--- config.mk ---
export PLATFORM = sky130hd
export DESIGN_NAME = hazard_stall_unit_flat
export DESIGN_NICKNAME = d
export VERILOG_FILES = /design/src/rtl/hazard_stall_unit_pkg.sv /design/src/rtl/hazard_stall_unit_if.sv /design/src/rtl/hazard_stall_unit_compare.sv /design/src/rtl/hazard_stall_unit.sv /design/src/flat_wrapper.sv
export SDC_FILE = /design/constraint.sdc
export NUM_CORES = 1
export LEC_CHECK = 0
export ABC_AREA = 1
export CAP_MARGIN = 20
export CELL_PAD_IN_SITES_DETAIL_PLACEMENT = 0
export CELL_PAD_IN_SITES_GLOBAL_PLACEMENT = 1
export CORE_ASPECT_RATIO = 0.7
export CORE_UTILIZATION = 35
export DETAILED_ROUTE_END_ITERATION = 10
export DONT_BUFFER_PORTS = 1
export GPL_TIMING_DRIVEN = 0
export PLACE_DENSITY = 0.72
export SLEW_MARGIN = 10
export SYNTH_ARGS = -nofsm -noshare
export SYNTH_HDL_FRONTEND = slang
export SYNTH_HIERARCHICAL = 1
export SYNTH_SLANG_ARGS = --single-unit
--- constraint.sdc ---
create_clock -name clk -period 1.45 [get_ports clk]
set_clock_uncertainty 0.05 [all_clocks]
set_input_delay 0.2175 -clock clk [delete_from_list [all_inputs] [get_ports clk]]
set_output_delay 0.2175 -clock clk [all_outputs]
set_load 0.02 [all_outputs]
--- src/rtl/hazard_stall_unit_pkg.sv ---
// hazard_stall_unit_pkg: shared pipeline register numbers, hazard FSM states and control bundles
package hazard_stall_unit_pkg;
    localparam int REG_W = 4;
    typedef logic [REG_W-1:0] reg_num_t;
    localparam reg_num_t R0 = 4'd0;
    localparam reg_num_t R1 = 4'd1;
    localparam reg_num_t R2 = 4'd2;
    localparam reg_num_t R3 = 4'd3;
    localparam reg_num_t R4 = 4'd4;
    localparam reg_num_t R5 = 4'd5;
    localparam reg_num_t R6 = 4'd6;
    localparam reg_num_t R7 = 4'd7;
    localparam reg_num_t PC_NUM = 4'd8;
    localparam reg_num_t SP_NUM = 4'd9;
    typedef enum logic [1:0] {ST_RUN, ST_MEM_WAIT, ST_HALT} state_t;
    // Bit order matches the output port order: PC, IF/ID, ID/EX writes, bubble, flush, hold.
    typedef struct packed {
        logic pc_write;
        logic if_id_write;
        logic id_ex_write;
        logic id_ex_bubble;
        logic if_id_flush;
        logic ex_mem_hold;
    } ctrl_t;
    localparam ctrl_t CTRL_RUN    = 6'b111000;
    localparam ctrl_t CTRL_MEM    = 6'b000001;
    localparam ctrl_t CTRL_BRANCH = 6'b111110;
    localparam ctrl_t CTRL_LU     = 6'b001100;
    localparam ctrl_t CTRL_HALT   = 6'b000001;
endpackage

--- src/rtl/hazard_stall_unit_if.sv ---
// hazard_stall_unit_if: pipeline-side hazard inputs and stall/flush controls
interface hazard_stall_unit_if #(parameter int CNT_W = 16);
    import hazard_stall_unit_pkg::*;
    logic             enable;
    reg_num_t         ID_Src_1_NUM;
    reg_num_t         ID_Src_2_NUM;
    logic             ID_Src_1_Used;
    logic             ID_Src_2_Used;
    reg_num_t         EX_Dst_NUM;
    logic             EX_RegWrite;
    logic             EX_M2R;
    logic             MEM_Busy;
    logic             Branch_Taken;
    logic             PC_Write;
    logic             IF_ID_Write;
    logic             ID_EX_Write;
    logic             ID_EX_Bubble;
    logic             IF_ID_Flush;
    logic             EX_MEM_Hold;
    logic [CNT_W-1:0] Stall_Cycles;
    logic             MEM_Timeout;
    modport master (
        output enable, ID_Src_1_NUM, ID_Src_2_NUM, ID_Src_1_Used, ID_Src_2_Used,
               EX_Dst_NUM, EX_RegWrite, EX_M2R, MEM_Busy, Branch_Taken,
        input  PC_Write, IF_ID_Write, ID_EX_Write, ID_EX_Bubble, IF_ID_Flush,
               EX_MEM_Hold, Stall_Cycles, MEM_Timeout
    );
    modport slave (
        input  enable, ID_Src_1_NUM, ID_Src_2_NUM, ID_Src_1_Used, ID_Src_2_Used,
               EX_Dst_NUM, EX_RegWrite, EX_M2R, MEM_Busy, Branch_Taken,
        output PC_Write, IF_ID_Write, ID_EX_Write, ID_EX_Bubble, IF_ID_Flush,
               EX_MEM_Hold, Stall_Cycles, MEM_Timeout
    );
endinterface

--- src/rtl/hazard_stall_unit_compare.sv ---
// hazard_stall_unit_compare: source/destination register match, shared with the forwarding unit
module hazard_stall_unit_compare
    import hazard_stall_unit_pkg::*;
(
    input  reg_num_t src_1_num,
    input  reg_num_t src_2_num,
    input  logic     src_1_used,
    input  logic     src_2_used,
    input  reg_num_t dst_num,
    output logic     match
);
    assign match = (src_1_used && src_1_num == dst_num) || (src_2_used && src_2_num == dst_num);
endmodule

--- src/rtl/hazard_stall_unit.sv ---
// hazard_stall_unit: load-use / memory-busy / branch stall controller with memory-wait watchdog
module hazard_stall_unit
    import hazard_stall_unit_pkg::*;
#(
    parameter int MAX_MEM_WAIT = 8,
    parameter int CNT_W        = 16
) (
    input logic               clk,
    input logic               rst,
    hazard_stall_unit_if.slave bus
);
    localparam int WW = $clog2(MAX_MEM_WAIT + 1);
    state_t           state_q, state_d;
    logic [WW-1:0]    wait_q, wait_d;
    logic [CNT_W-1:0] stall_q, stall_d;
    logic             timeout_q, timeout_d;
    logic             timeout_now;
    logic             src_match;
    logic             lu;
    ctrl_t            run_ctrl, ctrl;

    hazard_stall_unit_compare u_cmp (
        .src_1_num  (bus.ID_Src_1_NUM),
        .src_2_num  (bus.ID_Src_2_NUM),
        .src_1_used (bus.ID_Src_1_Used),
        .src_2_used (bus.ID_Src_2_Used),
        .dst_num    (bus.EX_Dst_NUM),
        .match      (src_match)
    );

    assign lu = bus.EX_M2R && bus.EX_RegWrite && src_match;

    // RUN-state response: memory busy beats a taken branch, which beats load-use
    always_comb begin
        run_ctrl = bus.MEM_Busy ? CTRL_MEM : bus.Branch_Taken ? CTRL_BRANCH : lu ? CTRL_LU : CTRL_RUN;
    end

    // Next state, wait counter, watchdog and stall counter; timeout is flagged in the same cycle it trips
    always_comb begin
        ctrl        = CTRL_RUN;
        state_d     = state_q;
        wait_d      = wait_q;
        timeout_now = 1'b0;
        if (state_q == ST_HALT) begin
            ctrl = CTRL_HALT;
        end else if (bus.enable) begin
            ctrl = run_ctrl;
            if (!bus.MEM_Busy) begin
                state_d = ST_RUN;
            end else if (state_q == ST_RUN) begin
                state_d = ST_MEM_WAIT;
                wait_d  = WW'(1);
            end else if (wait_q == WW'(MAX_MEM_WAIT)) begin
                state_d     = ST_HALT;
                timeout_now = 1'b1;
            end else begin
                wait_d = wait_q + 1'b1;
            end
        end
        timeout_d = timeout_q | timeout_now;
        stall_d   = (!ctrl.pc_write && stall_q != '1) ? stall_q + 1'b1 : stall_q;
    end

    // State registers with synchronous reset
    always_ff @(posedge clk) begin
        if (rst) begin
            state_q   <= ST_RUN;
            wait_q    <= '0;
            stall_q   <= '0;
            timeout_q <= 1'b0;
        end else begin
            state_q   <= state_d;
            wait_q    <= wait_d;
            stall_q   <= stall_d;
            timeout_q <= timeout_d;
        end
    end

    assign bus.PC_Write     = ctrl.pc_write;
    assign bus.IF_ID_Write  = ctrl.if_id_write;
    assign bus.ID_EX_Write  = ctrl.id_ex_write;
    assign bus.ID_EX_Bubble = ctrl.id_ex_bubble;
    assign bus.IF_ID_Flush  = ctrl.if_id_flush;
    assign bus.EX_MEM_Hold  = ctrl.ex_mem_hold;
    assign bus.Stall_Cycles = stall_q;
    assign bus.MEM_Timeout  = timeout_q | timeout_now;
endmodule

--- src/flat_wrapper.sv ---
// flat-port wrapper written by rule: the top's interface ports become plain ports
module hazard_stall_unit_flat import hazard_stall_unit_pkg::*;
#(
    parameter int MAX_MEM_WAIT = 8,
    parameter int CNT_W        = 16
)
  (clk, rst, bus_enable, bus_ID_Src_1_NUM, bus_ID_Src_2_NUM, bus_ID_Src_1_Used, bus_ID_Src_2_Used, bus_EX_Dst_NUM, bus_EX_RegWrite, bus_EX_M2R, bus_MEM_Busy, bus_Branch_Taken, bus_PC_Write, bus_IF_ID_Write, bus_ID_EX_Write, bus_ID_EX_Bubble, bus_IF_ID_Flush, bus_EX_MEM_Hold, bus_Stall_Cycles, bus_MEM_Timeout);
  hazard_stall_unit_if #(.CNT_W(CNT_W)) bus_i ();
  input logic clk;
  input logic rst;
  input wire logic [$bits(bus_i.enable)-1:0] bus_enable;
  input wire logic [$bits(bus_i.ID_Src_1_NUM)-1:0] bus_ID_Src_1_NUM;
  input wire logic [$bits(bus_i.ID_Src_2_NUM)-1:0] bus_ID_Src_2_NUM;
  input wire logic [$bits(bus_i.ID_Src_1_Used)-1:0] bus_ID_Src_1_Used;
  input wire logic [$bits(bus_i.ID_Src_2_Used)-1:0] bus_ID_Src_2_Used;
  input wire logic [$bits(bus_i.EX_Dst_NUM)-1:0] bus_EX_Dst_NUM;
  input wire logic [$bits(bus_i.EX_RegWrite)-1:0] bus_EX_RegWrite;
  input wire logic [$bits(bus_i.EX_M2R)-1:0] bus_EX_M2R;
  input wire logic [$bits(bus_i.MEM_Busy)-1:0] bus_MEM_Busy;
  input wire logic [$bits(bus_i.Branch_Taken)-1:0] bus_Branch_Taken;
  output wire logic [$bits(bus_i.PC_Write)-1:0] bus_PC_Write;
  output wire logic [$bits(bus_i.IF_ID_Write)-1:0] bus_IF_ID_Write;
  output wire logic [$bits(bus_i.ID_EX_Write)-1:0] bus_ID_EX_Write;
  output wire logic [$bits(bus_i.ID_EX_Bubble)-1:0] bus_ID_EX_Bubble;
  output wire logic [$bits(bus_i.IF_ID_Flush)-1:0] bus_IF_ID_Flush;
  output wire logic [$bits(bus_i.EX_MEM_Hold)-1:0] bus_EX_MEM_Hold;
  output wire logic [$bits(bus_i.Stall_Cycles)-1:0] bus_Stall_Cycles;
  output wire logic [$bits(bus_i.MEM_Timeout)-1:0] bus_MEM_Timeout;
  assign bus_i.enable = bus_enable;
  assign bus_i.ID_Src_1_NUM = bus_ID_Src_1_NUM;
  assign bus_i.ID_Src_2_NUM = bus_ID_Src_2_NUM;
  assign bus_i.ID_Src_1_Used = bus_ID_Src_1_Used;
  assign bus_i.ID_Src_2_Used = bus_ID_Src_2_Used;
  assign bus_i.EX_Dst_NUM = bus_EX_Dst_NUM;
  assign bus_i.EX_RegWrite = bus_EX_RegWrite;
  assign bus_i.EX_M2R = bus_EX_M2R;
  assign bus_i.MEM_Busy = bus_MEM_Busy;
  assign bus_i.Branch_Taken = bus_Branch_Taken;
  assign bus_PC_Write = bus_i.PC_Write;
  assign bus_IF_ID_Write = bus_i.IF_ID_Write;
  assign bus_ID_EX_Write = bus_i.ID_EX_Write;
  assign bus_ID_EX_Bubble = bus_i.ID_EX_Bubble;
  assign bus_IF_ID_Flush = bus_i.IF_ID_Flush;
  assign bus_EX_MEM_Hold = bus_i.EX_MEM_Hold;
  assign bus_Stall_Cycles = bus_i.Stall_Cycles;
  assign bus_MEM_Timeout = bus_i.MEM_Timeout;
  hazard_stall_unit #(.MAX_MEM_WAIT(MAX_MEM_WAIT), .CNT_W(CNT_W)) u_core (.clk(clk), .rst(rst), .bus(bus_i));
endmodule
After elaboration in Yosys (flattened, before gate mapping):

Index checks and enable logic that the tools add are counted.

* flip-flop bits (word level): 23
* bits of input ports: 21
* output and inout bits: 23
* logic and storage cells: 40

* $add $sub $neg: 2
* equality and inequality tests: 7
* muxes and demuxes: 15
* bitwise operators: 2
* reductions and logical operators: 10

Operators by type and width (number)
* $mux 6: 5
* $add 16x1->16 const B: 1
* $ne 16x16->1 const B: 1
* $eq 4x4->1: 2
* $mux 4: 2
* $mux 2: 3
* $logic_and 1x1->1: 5
* $mux 1: 5
* $add 4x1->4 const B: 1
* $eq 4x4->1 const B: 1
* $reduce_and 4->1: 1
* $ne 3x1->1 const B: 1
* $reduce_and 3->1: 1
* $eq 2x2->1 const B: 1
* $logic_not 2->1: 1
* $ne 2x1->1 const B: 1
* $logic_not 1->1: 1
* $logic_or 1x1->1: 1
* $not 1->1: 1
* $or 1x1->1: 1

Longest topological paths before layout:

Gate-level depths: netlist of run 1.

* word-level depth: 11
* depth in mapped cells: 14
* gate-level depth less buffers: 14

Modules after synthesis:

Netlist of run 1, hierarchy kept.

By module, submodules not included
* hazard_stall_unit: instances 1, cells each 219, area each 1388.8 sq um, sequential area each 460.4 sq um
* hazard_stall_unit_compare: instances 1, cells each 34, area each 140.1 sq um, sequential area each 0.0 sq um

Least setup slack after synthesis of run 1:

OpenSTA, ideal clock, no wires.

* kind: register to register
* from: reg u_core.stall_q[1] (netlist: u_core/bus.Stall_Cycles[1])
* to: reg u_core.stall_q[13] (netlist: u_core/bus.Stall_Cycles[13])
* library setup time: 112 ps
* arrival time: 1524 ps
* required time: 1288 ps
* path slack: -236 ps
* cell stages (with the launch flop): 10
* path buffers: 1
* period minus slack after synthesis: 1686 ps
* cells stage by stage: dfxtp_1 > ha_1 > inv_1 > nor2_2 > nand2_2 > nor2_2 > nor2_4 > buf_6 > a21oi_2 > nor2_2

* word-level cells in the longest chain between the ends: 2
* elaborated cells between the ends (all ways): 3
* classes of those cells: 1 x add/sub; 1 x eq/ne; 1 x reduce/logical

Ends and longest elaborated chain
* start, declared: RTL line hazard_stall_unit.sv:15 `logic [CNT_W-1:0] stall_q, stall_d;`
* start signal, assigned: RTL line hazard_stall_unit.sv:74 `stall_q <= stall_d;`
* parallel branches: the longest is 2 deep, another holds $add 16x1->16

Parallel ways; which one is timed is not known.
A chain may end at the register's enable or synchronous reset.

Final worst setup path of run 1:

* from: reg u_core.state_q[0]
* to: out bus_PC_Write

* word-level cells in the longest chain between the ends: 2

Ends and longest elaborated chain
* start, declared: RTL line hazard_stall_unit.sv:13 `state_t state_q, state_d;`
* start signal, assigned: RTL line hazard_stall_unit.sv:72 `state_q <= state_d;`
* $eq 2x2->1: RTL line hazard_stall_unit.sv:44 `if (state_q == ST_HALT) begin`
* $mux 6: RTL line hazard_stall_unit.sv:44
* end, declared: RTL line flat_wrapper.sv:21 `output wire logic [$bits(bus_i.PC_Write)-1:0] bus_PC_Write;`

Every way passes these cells.

==> metrics.md, run 1 <==
| Metric | Value |
|---|---|
| Pins Over Slew Limit | `0` |
| Largest net degree at the start of global routing | `13` |
| Site row count | `19` |
| Yosys warning total | `6` |
| GP Congestion | `0.761` |
| Max Root-Sink Buffers | `2` |
| Initial Utilization | `between 30% and 40%` |
| Die width | `between 80 and 90 um` |
| Busiest grt layer | `met1` |
| Max IR drop VDD | `0.304 mV` |
| Most used cell, CP | `nand2_4` |
| Clock Latency Late Sink | `between 200 and 300 ps` |
| Crit-path cells | `inv_2, nand2_4, nand2_4, a21oi_4, buf_6` |
| Slew margin rel. | `a little over half` |
| I/O Buffers | `0` |
| Most frequent cells in the layout | `nand2_1 (60), inv_1 (29), nor2_1 (22)` |
| Htree depth | `1` |
| Commonest non-fill, non-tap cell in the layout | `nand2_1` |
| Die height | `57.3 um` |
| Worst slew pin tran | `around 700 ps` |
| Initial DRT Pass Iterations | `4` |
| PwrDens | `598 nW/um2` |
| Outcome | `finished, violations left` |
| Post-synth ARST share | `0%` |
| Min Hold Slack | `roughly 91 ps` |
| Drt wl/cell | `between 10 and 15 um` |
| Number of synthesized flops with an enable pin | `0` |
| Max Freq | `between 600 and 700 MHz` |
| Area post-placement | `1640 um2` |
| Leakage Power | `0.839 nW` |
| Max cap viols | `0` |
| Routed Antenna Nets | `0` |
| CTS clock-pin slew for the worst setup and hold paths | `about 80 ps` |
| Share of the yosys chip area belonging to registers | `about 30%` |
| Layout area overhead | `35.9%` |
| Tmin final | `between 1500 and 2000 ps` |
| Ports | `44` |
| Unrepaired setup endpoints after global routing | `true` |
| Fin nets | `between 200 and 300` |
| Synth Cell Area | `roughly 1500 um2` |
| Post-synth net total | `between 200 and 300` |
| Die ar. | `about 4600 um2` |
| Reg power frac | `about half` |
| Critical-path top delay cell | `dfxtp_2` |
| Grt met2 use | `24.2%` |
| Drt drc | `0` |
| CP Class | `reg -> out` |
| NetSw | `between 0.0003 and 0.0004 W` |
| Vias/cell | `between 4 and 5` |
| Clock share of power | `between 30% and 40%` |
| Distinct cells, synth | `24` |
| Int Power | `around 0.0009 W` |
| Vias | `~1500` |
| Core ar. | `between 4000 and 5000 um2` |
| CTS tree | `built` |
| Global route overflow | `0` |
| Dpl cells | `between 300 and 400` |
| Worst path required time | `about 1200 ps` |
| Final setup vio count | `12` |
| Final instance area | `approximately 2100 um2` |
| Finished Layout Cells | `321` |
| CP peak stage delay | `~350 ps` |
| Failing checks | `setup timing` |
| CP Max Fanout | `3` |
| Cells after Synth | `between 200 and 300` |
| Vias in the first global route | `roughly 1300` |
| Worst setup slack after layout | `-84.8 ps` |
| Crit path DAT | `approximately 1300 ps` |
| Flops & latches, synth | `23` |
| CTS Sinks | `23` |
| Met3 Resource Use GR | `between 6 and 7%` |
| Switch share | `approximately 28%` |
| CP endpoint kind | `primary output` |
| Synthesized area per cell | `6.04 um2` |
| Initial antenna violation count | `0` |
| Final wirelength | `approximately 4000 um` |
| DR iter-0 viols | `70` |
| Num CTS Buffers | `3` |
| Final HPWL DP | `between 2000 and 3000 um` |
| Fin crit share | `106%` |
| Most used DFF post-synth | `dfxtp_1` |
| Worst hold path class | `in -> reg` |
| Global routing usage on met1 | `27.4%` |
| # diodes | `0` |
| First-pass GRT wire length | `about 6300 um` |
| Fraction of layout cells with a size suffix above 1 | `about two fifths` |
| Total GRT Usage | `between 10% and 20%` |
| Critical Path Start Type | `register` |
| Combinational Power Share | `about 16%` |
| Clock Tree Root | `clkbuf_8` |
| Hold Fails Final Rpt | `0` |
-- synth_stat cells, types with 4 or more instances --
| master | count | area (um2) |
|---|---|---|
| dfxtp_1 | 23 | 460 |
| nor2_2 | 5 | 31.3 |
| nand3_1 | 15 | 75.1 |
| nand4_1 | 5 | 31.3 |
| xnor2_1 | 5 | 43.8 |
| o21ai_0 | 7 | 35.0 |
| nor2_1 | 35 | 131 |
| a21oi_1 | 16 | 80.1 |
| nand2_1 | 82 | 308 |
| inv_1 | 35 | 131 |
| nand2_2 | 4 | 25.0 |
-- through the flow --
stage          TNS (ps)  setup WS [ps]  power [W]  util, %
6_report           -317          -84.8    0.00124     51.4
5_1_grt           -1520           -155    0.00131     51.4
4_1_cts            -368           -113    0.00125     47.2
3_5_place_dp      -3320           -253   0.000814     40.5
3_3_place_gp      -3200           -245   0.000815     40.5
2_1_floorplan     -10.4          -10.4   0.000785        -
-- layer usage --
metal | routed length, um | up-vias | share of wire [%]
met4 | 9 | 0 | 0.23
met5 | 0 | - | 0
met3 | 280 | 2 | 7.0
met2 | 1540 | 33 | 39
li1 | - | 817 | -
met1 | 2170 | 675 | 54
-- area by class of cell --
class,count,area (um2)
Fill cell,406,1960
Multi-Input combinational cell,189,1160
Sequential cell,23,526
Inverter,37,141
Timing Repair Buffer,12,104
Tap cell,52,65.1
Clock buffer,4,45.0
Buffer,4,41.3
-- cell families (layout without fill, tap and decap cells) --
kind of cell             after synthesis  in the layout  share of synthesized area (%)
flip-flops                            23             23                           30.1
buffers and inverters                 41             57                           11.4
AO/OA/AOI/OAI                         27             27                           9.74
adder cells (fa/ha/maj)                3              3                           2.46
AND/OR/NAND/NOR                      151            151                           41.7
XOR/XNOR                               8              8                           4.58
-- final timing paths --
kind | slack [ps] | startpoint | end | depth (start not counted)
worst max-delay path | -80 | u_core/state_q[0] | bus_PC_Write | 5
worst min-delay path | 90 | rst | u_core/wait_q[3] | 3
worst max register to register | -40 | u_core/bus.Stall_Cycles[0] | u_core/bus.Stall_Cycles[13] | 9
worst min register to register | 470 | u_core/timeout_q | u_core/timeout_q | 2
-- critical path: cells and delay by family (launching register included) --
family / cells / cell delay, ps
DFF: 1 / 350
AOI/OAI and AO/OA: 1 / 300
buffers and inverters: 2 / 210
and+or+nand+nor: 2 / 140
-- registers in the layout (all words and copies together), names as in the netlist --
name	count
u_core/wait_q	4
u_core/bus.Stall_Cycles	16
u_core/timeout_q	1
u_core/state_q	2
-- power by group through the flow --
stage               combinational, W  clock, W  sequential [W]
floorplan                   0.000117         0        0.000668
global placement            0.000144         0        0.000671
detailed placement          0.000143         0        0.000672
CTS                         0.000179  0.000434        0.000637
global route                0.000225  0.000454        0.000634
finish                      0.000203  0.000409        0.000632
-- what timing repair did --
action,in CTS,in global routing
endpoints found under the setup margin,22,25
hold buffers,1,0
gates cloned,2,0
pin swaps,10,18
gates resized for setup,58,49
hold endpoints to repair,3,0
setup buffers,8,1
(Power assumes the default switching activity.)
==> run 2: changes to the inputs <==
--- a/config.mk
+++ b/config.mk
@@ -13,7 +13,6 @@
 export CORE_UTILIZATION = 35
 export DETAILED_ROUTE_END_ITERATION = 10
 export DONT_BUFFER_PORTS = 1
-export GPL_TIMING_DRIVEN = 0
 export PLACE_DENSITY = 0.72
 export SLEW_MARGIN = 10
 export SYNTH_ARGS = -nofsm -noshare
==> run 2 against run 1 <==
Net effect:
- the flow still finishes with violations (setup timing)
- utilization increased by 3.3 points
- largest power group unchanged
- combinational power up 7%
- clock power is essentially flat
- via count is 5.8% higher
- critical path type unchanged
- global-route usage grew 0.56 points
- total power is 2.0% higher
- non-clock buffer count is 24 higher
- routed wire length up 2.6%
- design area is 6.4% higher
==> metrics.md, run 2 (synthesized netlist as in run 1, its figures left out) <==
| Metric | Value |
|---|---|
| Outcome | `finished, violations left` |
| Failing checks | `setup timing` |
| Die height | `57.3 um (unchanged)` |
| Worst setup slack after layout | `-27.4 ps (+57.5 ps)` |
| Final setup vio count | `1 (-11)` |
| Hold Fails Final Rpt | `0 (unchanged)` |
| Most frequent cells in the layout | `nand2_1 (72), buf_4 (34), inv_1 (29)` |
| Htree depth | `1 (unchanged)` |
| Ports | `44 (unchanged)` |
| Layout area overhead | `44.6%` |
| CTS clock-pin slew for the worst setup and hold paths | `80 ps (about the same)` |
| Post-route setup TNS | `-27.4 ps (+290 ps)` |
| Vias/cell | `4.68 (-1.6%)` |
| Busiest grt layer | `met1` |
| Global route overflow | `0 (unchanged)` |
| Leakage Power | `0.939 nW (+12%)` |
| Crit path DAT | `1210 ps (-60 ps)` |
| Sequential cell area | `488 um2 (-7.1%)` |
| Fin nets | `318 (+8.2%)` |
| Fraction of layout cells with a size suffix above 1 | `38.6% (+0.28 points)` |
| Slew margin rel. | `52.7% (-0.99 points)` |
| DR iter-0 viols | `48 (-31%)` |
| Tmin final | `1480 ps (-57.5 ps)` |
| Worst path required time | `1180 ps (about the same)` |
| Final HPWL DP | `3080 um (+10%)` |
| Worst setup startpoint | `u_core/wait_q[1]` |
| Footprint of the multi-input gates | `1130 um2 (-2.4%)` |
| Vias in the first global route | `1470 (+12%)` |
| Commonest non-fill, non-tap cell in the layout | `nand2_1` |
| CTS Sinks | `23 (unchanged)` |
| Worst slew pin tran | `708 ps (+12.5 ps)` |
| Max IR drop VDD | `0.352 mV (+16%)` |
| Hold Startpoint | `rst` |
| Largest register FFs | `16 (unchanged)` |
| CTS tree | `built` |
| Clock Latency Late Sink | `260 ps (about the same)` |
| CP endpoint kind | `primary output` |
| CP Max Fanout | `3 (unchanged)` |
| I/O Buffers | `0 (unchanged)` |
| Unrepaired setup endpoints after global routing | `true` |
| Routed Antenna Nets | `0 (unchanged)` |
| Max Freq | `677 MHz (+3.9%)` |
| Max Root-Sink Buffers | `2 (unchanged)` |
| Die width | `81.0 um (unchanged)` |
| Site row count | `19 (unchanged)` |
| Initial antenna violation count | `0 (unchanged)` |
| Met3 Resource Use GR | `5.28% (-1.4 points)` |
| Pins Over Slew Limit | `0 (unchanged)` |
| RR Startpoint | `u_core/bus.Stall_Cycles[0]` |
| Num CTS Buffers | `3 (unchanged)` |
| Drt drc | `0 (unchanged)` |
| Initial Utilization | `37.8% (unchanged)` |
| GP Congestion | `0.755 (-0.81%)` |
| Drt wl/cell | `11.9 um (-4.5%)` |
| Clock Tree Root | `clkbuf_8` |
| First-pass GRT wire length | `6600 um (+3.9%)` |
| Largest net degree at the start of global routing | `14 (+1)` |
| PwrDens | `574 nW/um2 (-4.1%)` |
| Total Power | `0.00127 W (+2.0%)` |
| Initial DRT Pass Iterations | `4 (unchanged)` |
| Worst hold path class | `in -> reg` |
| Fill cells | `423 (+4.2%)` |
| Die ar. | `4640 um2 (unchanged)` |
| Vias | `1615 (+5.8%)` |
| # diodes | `0 (unchanged)` |
| Global routing usage on met1 | `27.4% (about the same)` |
| Core ar. | `4040 um2 (unchanged)` |
| Max cap viols | `0 (unchanged)` |
| Grt met2 use | `26.9% (+2.6 points)` |
| CP Class | `reg -> out` |
| Total GRT Usage | `18.6% (+0.56 points)` |
| Final wirelength | `4100 um (+2.6%)` |
| Fin crit share | `102% (-4.0 points)` |
| Critical Path Start Type | `register` |
[run 2: layout make-up]
type                       instances  area share, %
inverter                          37           6.34
tap                               52           2.94
sequential                        23           22.1
timing repair buffer              40           15.6
clock buffer                       4           2.04
multi-input combinational        189           51.0
[run 2: worst paths after layout]
| path | slack, ps | cells after the start | endpoint |
|---|---|---|---|
| max | -30 | 6 | bus_MEM_Timeout |
| min | 90 | 3 | u_core/wait_q[3] |
| max reg2reg | 30 | 9 | u_core/bus.Stall_Cycles[7] |
| min reg2reg | 430 | 2 | u_core/state_q[0] |
[run 2: through the flow]
step	cell area [um2]	utilization, %	hold WS (ps)	instances	worst slack (ps)
2_1_floorplan	1570	-	229	253	-10.4
3_3_place_gp	1890	46.8	233	338	-129
3_5_place_dp	1890	46.8	233	338	-152
4_1_cts	2000	49.6	85.1	344	-73.5
5_1_grt	2210	54.7	117	345	-62.2
6_report	2210	54.7	89.7	345	-27.4
[run 2: critical path, cell delays in order (launching register included)]
cell and delay (ps):
dfxtp_2 330, inv_2 70, ha_4 140, nand3_4 90, nor2_4 140, nand2_4 80
nand2_4 90
[run 2: repair_timing]
| item | 4_1_cts | 5_1_grt |
|---|---|---|
| cloned | 0 | 1 |
| endpoints found under the setup margin | 9 | 24 |
| pin swaps | 3 | 15 |
| hold buffers | 1 | 0 |
| gates resized for setup | 19 | 52 |
| endpoints found under the hold margin | 13 | 0 |
| setup buffers | 1 | 1 |
[run 2: report_power, final]
| group | switching [W] | leakage (nW) | internal, W |
|---|---|---|---|
| Sequential | 0.00000789 | 0.194 | 0.000636 |
| Combinational | 0.000128 | 0.723 | 0.0000891 |
| Clock | 0.000212 | 0.0228 | 0.000196 |
[run 2: per-layer routing]
| layer | up-vias | share of wire (%) | routed length (um) |
|---|---|---|---|
| met2 | 33 | 41 | 1660 |
| met3 | 2 | 7.1 | 289 |
| met5 | - | 0 | 0 |
| li1 | 867 | - | - |
| met1 | 713 | 52 | 2130 |
| met4 | 0 | 0.39 | 16 |
==> run 3: changes to the inputs <==
--- a/config.mk
+++ b/config.mk
@@ -5,7 +5,6 @@
 export SDC_FILE = /design/constraint.sdc
 export NUM_CORES = 1
 export LEC_CHECK = 0
-export ABC_AREA = 1
 export CAP_MARGIN = 20
 export CELL_PAD_IN_SITES_DETAIL_PLACEMENT = 0
 export CELL_PAD_IN_SITES_GLOBAL_PLACEMENT = 1
@@ -13,7 +12,7 @@
 export CORE_UTILIZATION = 35
 export DETAILED_ROUTE_END_ITERATION = 10
 export DONT_BUFFER_PORTS = 1
-export PLACE_DENSITY = 0.72
+export PLACE_DENSITY = 0.68
 export SLEW_MARGIN = 10
 export SYNTH_ARGS = -nofsm -noshare
 export SYNTH_HDL_FRONTEND = slang
==> run 3 against run 2 <==
Net effect:
- first-iteration DRC count increased by 21%
- highest routed layer unchanged
- flip-flop and latch count unchanged
- the flow finishes with violations (hold timing, setup timing)
- synthesized cell count decreased by 34%
- largest cell class unchanged
- register-to-register slack got worse by 340 ps
- routed wire length increased by 9.1%
- utilization increased by 4.2 points
- clock power decreased by 2%
- worst setup slack got worse by 370 ps
- critical path depth increased by 1
- hold slack got worse by 140 ps
- die area decreased by 10%
==> metrics.md, run 3 <==
| Metric | Value |
|---|---|
| Clock Latency Late Sink | `260 ps (about the same)` |
| Flops & latches, synth | `23 (unchanged)` |
| Combinational Power Share | `14.1% (-3.0 points)` |
| Most frequent cells in the layout | `buf_4 (50), dfxtp_1 (18), nand2_1 (13)` |
| Critical Path Start Type | `primary input` |
| Number of synthesized flops with an enable pin | `0 (unchanged)` |
| Initial DRT Pass Iterations | `4 (unchanged)` |
| Final instance area | `2140 um2 (-3.4%)` |
| Htree depth | `1 (unchanged)` |
| Num CTS Buffers | `3 (unchanged)` |
| Ports | `44 (unchanged)` |
| Site row count | `18 (-1)` |
| CTS Sinks | `23 (unchanged)` |
| Dpl ws | `-700 ps (-548 ps)` |
| Drt drc | `0 (unchanged)` |
| Failing checks | `hold timing, setup timing` |
| Ranking of synthesized cells by area | `dfxtp_1 (34%), a21oi_1 (5.1%), o31ai_1 (4.4%)` |
| Synthesized area per cell | `8.16 um2 (+35%)` |
| Yosys top cell by area | `dfxtp_1` |
| NetSw | `0.000304 W (-12%)` |
| CP endpoint kind | `register` |
| Max cap viols | `0 (unchanged)` |
| Outcome | `finished, violations left` |
| Count leader, synth | `dfxtp_1` |
| Pins Over Slew Limit | `0 (unchanged)` |
| Layout area overhead | `55.7%` |
| Share of the yosys chip area belonging to registers | `33.6% (+3.5 points)` |
| Total GRT Usage | `20.1% (+1.6 points)` |
| Crit path DAT | `1990 ps (+780 ps)` |
| Distinct cells, synth | `44 (+83%)` |
| RR Startpoint | `u_core/bus.Stall_Cycles[0]` |
| # diodes | `0 (unchanged)` |
| Die ar. | `4180 um2 (-10%)` |
| RR Endpoint | `u_core/bus.Stall_Cycles[11]` |
| Min Hold Slack | `-47.3 ps (-137 ps)` |
| Vias in the first global route | `1366 (-7.1%)` |
| Final HPWL DP | `2770 um (-10%)` |
| Fraction of layout cells with a size suffix above 1 | `46.4% (+7.8 points)` |
| Core ar. | `3630 um2 (-10%)` |
| Worst slew pin tran | `386 ps (-322 ps)` |
| Cells after Synth | `168 (-34%)` |
| Flop2flop setup slack | `-310 ps (-340 ps)` |
| Fin nets | `247 (-22%)` |
| DR iter-0 viols | `58 (+21%)` |
| Max IR drop VDD | `0.553 mV (+57%)` |
| Yosys warning total | `6 (unchanged)` |
| Worst path required time | `1600 ps (+420 ps)` |
| Fill cells | `338 (-20%)` |
| CP Max Fanout | `7 (+4)` |
| Max Root-Sink Buffers | `2 (unchanged)` |
| Max Freq | `542 MHz (-20%)` |
| Vias | `1549 (-4.1%)` |
| Drt wl/cell | `16.4 um (+38%)` |
| Post-synth net total | `192 (-31%)` |
| Initial Utilization | `37.8% (about the same)` |
| Post-synth top area share | `33.6% (+3.5 points)` |
| Initial antenna violation count | `0 (unchanged)` |
| WHS Endpoint | `u_core/bus.Stall_Cycles[14]` |
| Clock share of power | `32.9% (+0.7 points)` |
| Hold Fails Final Rpt | `17 (+17)` |
| Post-synth ARST share | `0% (unchanged)` |
| Unrepaired setup endpoints after global routing | `true` |
| Leakage Power | `0.806 nW (-14%)` |
| Commonest non-fill, non-tap cell in the layout | `buf_4` |
| Post-route setup TNS | `-6240 ps (-6210 ps)` |
| Slew margin rel. | `74.2% (+21 points)` |
| Top cells by instance count after synthesis | `dfxtp_1 (23), a21oi_1 (14), nand2_1 (14)` |
| I/O Buffers | `0 (unchanged)` |
| Largest net degree at the start of global routing | `26 (+12)` |
| Worst hold path class | `in -> reg` |
| Die height | `54.4 um (-5.1%)` |
| Int Power | `0.000913 W (-0.91%)` |
| Die width | `76.8 um (-5.2%)` |
| Worst setup slack after layout | `-394 ps (-367 ps)` |
| Hold Startpoint | `rst` |
| First-pass GRT wire length | `6450 um (-2.2%)` |
| Global route overflow | `0 (unchanged)` |
| Final setup vio count | `20 (+19)` |
| Vias/cell | `5.69 (+22%)` |
| Most used DFF post-synth | `dfxtp_1` |
| Fin crit share | `127% (+25 points)` |
| Reg power frac | `53.0% (+2.3 points)` |
| GP Congestion | `0.776 (+2.8%)` |
| Tmin final | `1840 ps (+367 ps)` |
| CTS clock-pin slew for the worst setup and hold paths | `80 ps (about the same)` |
| CP Class | `in -> reg` |
| FF-to-FF path depth | `5 (-4)` |
| Total Power | `0.00122 W (-4.1%)` |
| Routed Antenna Nets | `0 (unchanged)` |
| Area post-placement | `1760 um2 (-7.2%)` |
| Switch share | `25.0% (-2.4 points)` |
| Hold path cells | `1 (-2)` |
| CTS tree | `built` |
| Clock Tree Root | `clkbuf_8` |
| Synth Cell Area | `1370 um2 (-10%)` |
| Largest register FFs | `16 (unchanged)` |
| PwrDens | `570 nW/um2 (-0.70%)` |
| Final wirelength | `4470 um (+9.1%)` |
-- run 3: changes by cell type after synthesis, sizes merged, moves of 8 or more --
cell	change
nand2	-72
inv	-25
nor2	-34
or4	+8
nand3	-8
o31ai	+8
-- run 3: layout make-up --
type	instances	area (um2)	share of cell area (%)
Sequential cell	23	469	22.0
Clock buffer	4	45.0	2.11
Multi-Input combinational cell	130	1080	50.6
Tap cell	50	62.6	2.93
Timing Repair Buffer	55	440	20.6
Inverter	10	37.5	1.76
-- run 3: through the flow --
| stage | std cells | utilization (%) | hold slack [ps] |
|---|---|---|---|
| after global routing | 272 | 58.9 | -64.0 |
| after floorplan | 168 | - | 390 |
| after CTS | 268 | 53.7 | -48.3 |
| after global placement | 254 | 48.4 | 239 |
| final | 272 | 58.9 | -47.3 |
| after detailed placement | 254 | 48.4 | 242 |
-- run 3: how the worst max path moves through the flow --
stage / from / depth (start not counted) / to
after global routing: bus_EX_Dst_NUM[0] / 7 / u_core/bus.Stall_Cycles[2]
after detailed placement: bus_EX_Dst_NUM[2] / 8 / u_core/bus.Stall_Cycles[13]
final: bus_EX_Dst_NUM[0] / 7 / u_core/bus.Stall_Cycles[2]
after global placement: bus_EX_Dst_NUM[2] / 8 / u_core/bus.Stall_Cycles[13]
after floorplan: bus_EX_Dst_NUM[2] / 9 / u_core/bus.Stall_Cycles[13]
after CTS: bus_EX_Dst_NUM[0] / 7 / u_core/bus.Stall_Cycles[13]
-- run 3: power by group through the flow --
stage / Combinational (W) / Clock [W] / Sequential, W
after CTS: 0.000147 / 0.000412 / 0.000643
after detailed placement: 0.000126 / 0 / 0.000657
final: 0.000172 / 0.000400 / 0.000644
after global routing: 0.000184 / 0.000446 / 0.000646
after global placement: 0.000122 / 0 / 0.000656
after floorplan: 0.0000929 / 0 / 0.000665
-- run 3: kinds of logic after synthesis --
kind of cell / after synthesis / share of synthesized area (%)
xor+xnor: 7 / 4.47
fa+ha+maj: 3 / 2.74
flops: 23 / 33.6
simple gates: 72 / 29.7
compound gates: 42 / 21.1
buf+inv: 18 / 6.02
mux: 3 / 2.46
-- run 3: metal layers --
metal	vias up	part of all wire [%]	track usage, %
li1	752	-	-
met1	742	44	26.5
met5	-	0	0
met2	49	48	34.1
met3	6	7.0	5.17
met4	0	1.1	3.53
-- run 3: critical path, cell delays in order --
cell and delay (ps):
xor2_2 160, nor4_2 270, a21o_1 150, nand3_4 100
o311a_4 390, or4_4 560, a21oi_2 140
-- run 3: timing repair --
action	CTS	global route
hold endpoints to repair	18	18
pin swaps	11	10
resized for setup	12	35
endpoints found under the setup margin	21	23
gates cloned	2	1
buffers inserted	8	4
